### config.mk
export PLATFORM = sky130hd
export DESIGN_NAME = tx_frame_sequencer
export DESIGN_NICKNAME = d
export VERILOG_FILES = /design/src/rtl/tx_frame_sequencer.sv
export SDC_FILE = /design/constraint.sdc
export NUM_CORES = 1
export LEC_CHECK = 0
export ABC_AREA = 1
export BUFFER_PORTS_ARGS = -buffer_cell sky130_fd_sc_hd__buf_4
export CORE_MARGIN = 2
export CORE_UTILIZATION = 43
export DETAILED_ROUTE_END_ITERATION = 8
export GPL_TIMING_DRIVEN = 0
export PLACE_DENSITY = 0.66
export REMOVE_ABC_BUFFERS = 1
export SYNTH_ARGS = -nofsm -noshare
export SYNTH_HDL_FRONTEND = slang
export SYNTH_SLANG_ARGS = --single-unit
### constraint.sdc
create_clock -name clk -period 2.2 [get_ports clk]
set_input_delay 0.33 -clock clk [delete_from_list [all_inputs] [get_ports clk]]
set_output_delay 0.33 -clock clk [all_outputs]
set_load 0.05 [all_outputs]
### src/rtl/tx_frame_sequencer.sv
// tx_frame_sequencer
//
// Sends an NBYTES-wide frame to a byte-oriented UART transmitter, most
// significant byte first, handshaking on the transmitter's busy flag. Each
// byte can optionally be mapped to a printable ASCII character first.
//
// Ports
//   clk        clock, rising edge
//   rst        asynchronous reset, active low
//   i_data     frame to transmit, captured when a send is accepted
//   i_send     one-cycle start request, honoured only while idle
//   i_abort    synchronous cancel of the frame in flight
//   i_tx_busy  busy flag from the UART transmitter
//   o_tx_data  byte presented to the transmitter, held between strobes
//   o_tx_stb   one-cycle transmit strobe
//   o_busy     high from accept until the sequencer is idle again
//   o_done     one-cycle pulse after the last byte has completed
module tx_frame_sequencer #(
  parameter int unsigned NBYTES = 10,
  parameter bit          ENCODE = 1'b1
) (
  input  logic                clk,
  input  logic                rst,
  input  logic [8*NBYTES-1:0] i_data,
  input  logic                i_send,
  input  logic                i_abort,
  input  logic                i_tx_busy,
  output logic [7:0]          o_tx_data,
  output logic                o_tx_stb,
  output logic                o_busy,
  output logic                o_done
);

  localparam int unsigned FW = 8 * NBYTES;
  localparam int unsigned CW = $clog2(NBYTES + 1);
  localparam logic [CW-1:0] LastIdx = CW'(NBYTES - 1);

  typedef enum logic [2:0] {
    StIdle,
    StArm,
    StStb,
    StWaitHi,
    StWaitLo,
    StDone
  } state_e;

  state_e        state_q, state_d;
  logic [FW-1:0] shreg_q, shreg_d;
  logic [CW-1:0] cnt_q, cnt_d;
  logic [7:0]    tx_data_q, tx_data_d;
  logic [7:0]    top_byte;

  // Printable mapping of a 6-bit value: digits, upper case, lower case, '?', '!'.
  function automatic logic [7:0] encode_char(input logic [5:0] v);
    logic [7:0] w;
    w = {2'b00, v};
    if (v < 6'd10) begin
      return w + 8'd48;
    end else if (v < 6'd36) begin
      return w + 8'd55;
    end else if (v < 6'd62) begin
      return w + 8'd61;
    end else if (v == 6'd62) begin
      return 8'd63;
    end else begin
      return 8'd33;
    end
  endfunction

  always_ff @(posedge clk or negedge rst) begin
    if (!rst) begin
      state_q   <= StIdle;
      shreg_q   <= '0;
      cnt_q     <= '0;
      tx_data_q <= 8'h00;
    end else begin
      state_q   <= state_d;
      shreg_q   <= shreg_d;
      cnt_q     <= cnt_d;
      tx_data_q <= tx_data_d;
    end
  end

  always_comb begin
    state_d   = state_q;
    shreg_d   = shreg_q;
    cnt_d     = cnt_q;
    tx_data_d = tx_data_q;
    top_byte  = 8'h00;

    unique case (state_q)
      StIdle: begin
        if (i_send) begin
          shreg_d = i_data;
          cnt_d   = '0;
          state_d = StArm;
        end
      end
      StArm: begin
        if (!i_tx_busy) begin
          state_d = StStb;
        end
      end
      StStb: begin
        state_d = StWaitHi;
      end
      StWaitHi: begin
        if (i_tx_busy) begin
          state_d = StWaitLo;
        end
      end
      StWaitLo: begin
        if (!i_tx_busy) begin
          shreg_d = shreg_q << 8;
          // Counter tops out at NBYTES, which CW bits always hold.
          cnt_d   = cnt_q + 1'b1;
          state_d = (cnt_q < LastIdx) ? StStb : StDone;
        end
      end
      StDone: begin
        state_d = StIdle;
      end
      default: begin
        state_d = StIdle;
      end
    endcase

    // Abort overrides every transition above.
    if (i_abort && (state_q != StIdle)) begin
      state_d = StIdle;
    end

    // Load the output byte on the edge entering STB, from the byte that will
    // be on top of the shift register in that state (post-shift on WAIT_LO).
    if (state_d == StStb) begin
      top_byte  = shreg_d[FW-1 -: 8];
      tx_data_d = ENCODE ? encode_char(top_byte[5:0]) : top_byte;
    end
  end

  assign o_tx_data = tx_data_q;
  assign o_tx_stb  = (state_q == StStb);
  assign o_busy    = (state_q != StIdle);
  assign o_done    = (state_q == StDone);

endmodule

==> impl_metrics.py <==
metrics = {
    "status": {
        "status": "finished clean",
    },
    "logic_synthesis": {
        "synth.top_cell.area_share": 0.468,
        "synth_async_sr_flop_share": 1.00,
        "yosysWarnings": 0,
        "synth.distinct_cells": 37,
        "ys_ff_latch": 74,
        "synth_seq_area_share": 0.468,
        "synth.largest_area_cell": "dfrtp_1",
        "syn-cell-area_sq_um": 3960,
        "synthTopCellsByArea": "dfrtp_1 47%, nand2_1 14%, o221ai_1 10%, inv_1 6.6%, o21ai_0 2.4%",
        "syn_avg_cell_area_sq_um": 8.36,
        "postSynthCellCount": 473,
        "synth-edff-count": 0,
        "synth_ff_type": "dfrtp_1",
    },
    "cts": {
        "clk_latency_ns": 0.34,
        "cts_buffers": 9,
        "cts.path.max_buffers": 2,
        "clk_pin_slew_ns": 0.09,
        "htree_num_levels": 3,
        "hold_buffers": 0,
        "cts_sinks": 74,
        "cts_tree": "done",
        "root_buffer": "clkbuf_8",
    },
    "timing": {
        "fin_crit_sh": 0.962,
        "worstMarginPinSlew_ns": 0.938,
        "setup_ws_ns": 0.0837,
        "slew_violations": 0,
        "setup_viol": 0,
        "slew-limit-headroom": 0.374,
        "hold_ws_ns": 0.105,
        "finalClockSkew_ns": 0.0141,
        "final-hold-violation-count": 0,
        "rsz0062_at_grt": "yes",
        "period_minus_slack_ns": 2.12,
        "fmax_ghz": 0.473,
    },
    "setup_path": {
        "crit_start": "state_q[1]$_DFF_PN0_",
        "worst_path_most_repeated_cell": "nand2_1",
        "ff2ff_path_depth": 15,
        "cp-start-kind": "flop",
        "worst_setup_path_end_kind": "flop",
        "path_class": "flop to flop",
        "slowest_stage": "dfrtp_2",
        "slowest_delay_ns": 0.47,
        "worstPathRequired_ns": 2.48,
        "critPathMaxFanout": 8,
        "r2r_slack_ns": 0.08,
        "crit_chain": "inv_4 > nand2_8 > nor2_8 > nand2_1 > nand3_4 > inv_1 > ha_1 > inv_1 > nor2_1 > nor2_1 > xor2_1 > nand2_1 > nand3_1 > nand2_1 > nand2_1",
        "worstPathArrival_ns": 2.40,
        "r2r_start": "state_q[1]$_DFF_PN0_",
    },
    "die": {
        "dieArea_sq_um": 9980,
        "die_y_um": 99.9,
        "fp.dieW_um": 99.9,
        "ios": 96,
        "initial_core_util": 0.436,
        "row_count": 35,
        "core_area_sq_um": 9060,
    },
    "pwr": {
        "power_density_nw_per_um2": 1400,
        "p_leak_nw": 2.45,
        "power_mw": 6.87,
        "vdd_drop_max_uv": 521,
    },
    "global_route": {
        "grt.overflow.total": 0,
        "grt_pass1_vias": 3331,
        "grt_start_max_net_pins": 75,
        "grt_pass1_wl_mm": 15.0,
        "grt_usage": 0.185,
        "antenna_found_initial": 0,
    },
    "detailed_routing": {
        "top_layer_used": "met4",
        "drc_errors": 0,
        "wl_met3_um": 344,
        "viasPerCell": 5.11,
        "route.vias.total": 3386,
        "wl_met1_mm": 4.05,
        "met2WireLength_mm": 3.98,
        "first_pass_iters": 4,
        "wl_per_cell_um": 13.0,
        "wl_mm": 8.60,
        "ant_nets": 0,
        "first_iter_violations": 140,
    },
    "cells_and_area": {
        "post-route-util": 0.540,
        "stdcell_area_sq_um": 4890,
        "drive_above_1_share": 0.257,
        "syn2layout_area_growth_pct": 23.7,
        "diodes": 0,
        "fin_nets": 639,
    },
    "hold_path": {
        "hp-class": "input port to asynchronous set/reset pin",
    },
    "place": {
        "place_hpwl_mm": 5.93,
        "dp_slack_ns": -0.512,
        "placed_area_sq_um": 4590,
        "gp_congestion": 0.852,
        "io_buffers": 74,
    },
    "run": {
        "maxCapViolations": 0,
    },
}
layout make-up:
class,instances,area [sq um]
clock buffer,10,128
inverter,81,338
timing repair buffer,82,628
sequential,74,1850
multi-input combinational,299,1730
tap,111,139
fill,877,4170
clock inverter,6,72.6
placed cells by master (no fill, tap or decap), types with 2 or more instances in the layout:
cell type  netlist  routed
nand3_4          3       4
inv_1           70      69
o221ai_1        47      47
o21ai_1          3       3
inv_2           11       8
clkinv_4         0       2
nand3_1         11      11
clkbuf_8         0       9
nand4_1          3       3
nand2_2         10      11
inv_6            0       2
o21ai_0         19      19
dfrtp_1         74      73
nor2_1          14      13
nor3_1           6       6
ha_1             7       6
nand3b_1         2       2
a21oi_1          6       6
nand3_2          3       2
bufinv_16        0       2
nor2_2           2       2
xor2_1           3       3
buf_4            1      81
nand2_1        143     142
inv_4            0       3
nor2_4           5       6
worst paths after layout:
kind | endpoint
setup / recovery | o_tx_data[4]$_DFFE_PN0N_
hold / removal | shreg_q[4]$_DFFE_PN0P_
setup reg to reg | o_tx_data[4]$_DFFE_PN0N_
min in group clk | state_q[2]$_DFF_PN0_
hold reg to reg | o_tx_data[1]$_DFFE_PN0N_
max in group asynchronous | state_q[1]$_DFF_PN0_
registers in the layout (all words and copies together), names as in the netlist:
register,count
shreg_q,60
cnt_q,4
o_tx_data,7
state_q,3
timing repair:
action                     4_1_cts  5_1_grt
resized for setup                2       11
pin swaps                        2        4
setup endpoints to repair       55       60
gates cloned                     0        0
buffers inserted                 3        4
power breakdown:
part / internal (mW) / switching, mW / leakage, nW
registers: 1.98 / 0.225 / 0.921
clock network: 0.537 / 0.531 / 0.0975
logic: 1.30 / 2.30 / 1.44
total: 3.81 / 3.06 / 2.45
through the flow:
stage,TNS [ns],instances
4_1_cts,0,659
3_5_place_dp,-25.16,640
5_1_grt,-0.106,663
6_report,0,663
3_3_place_gp,-151.88,639
2_1_floorplan,-92.92,454
per-layer routing:
layer  track usage  vias to the layer above
met3        0.0327                       16
met2         0.288                       75
met4        0.0843                        0
met5             0                        -
li1              -                     1702
met1         0.253                     1593
synth_stat cells, types with 2 or more instances:
cell        n
a21oi_1     6
buf_2       3
clkbuf_1   13
dfrtp_1    74
ha_1        7
inv_1      70
inv_2      11
nand2_1   143
nand2_2    10
nand3_1    11
nand3_2     3
nand3_4     3
nand3b_1    2
nand4_1     3
nor2_1     14
nor2_2      2
nor2_4      5
nor3_1      6
o21ai_0    19
o21ai_1     3
o221ai_1   47
xor2_1      3
worst max-delay path: cells and delay by family, from the launching register on:
kind | cells | cell delay [ns]
fa+ha+maj | 1 | 0.21
simple gates | 10 | 0.94
flops | 1 | 0.47
xor+xnor | 1 | 0.16
buf+inv | 3 | 0.28
cells by family after synthesis:
logic type	after synthesis	synth area share
DFF	74	0.468
adders and majority gates	7	0.0221
other	1	0.000948
buffers and inverters	100	0.0987
and+or+nand+nor	206	0.248
xor gates and xnor gates	4	0.00886
AOI/OAI and AO/OA	81	0.154
Note: power is estimated with default switching activity, not from simulation.
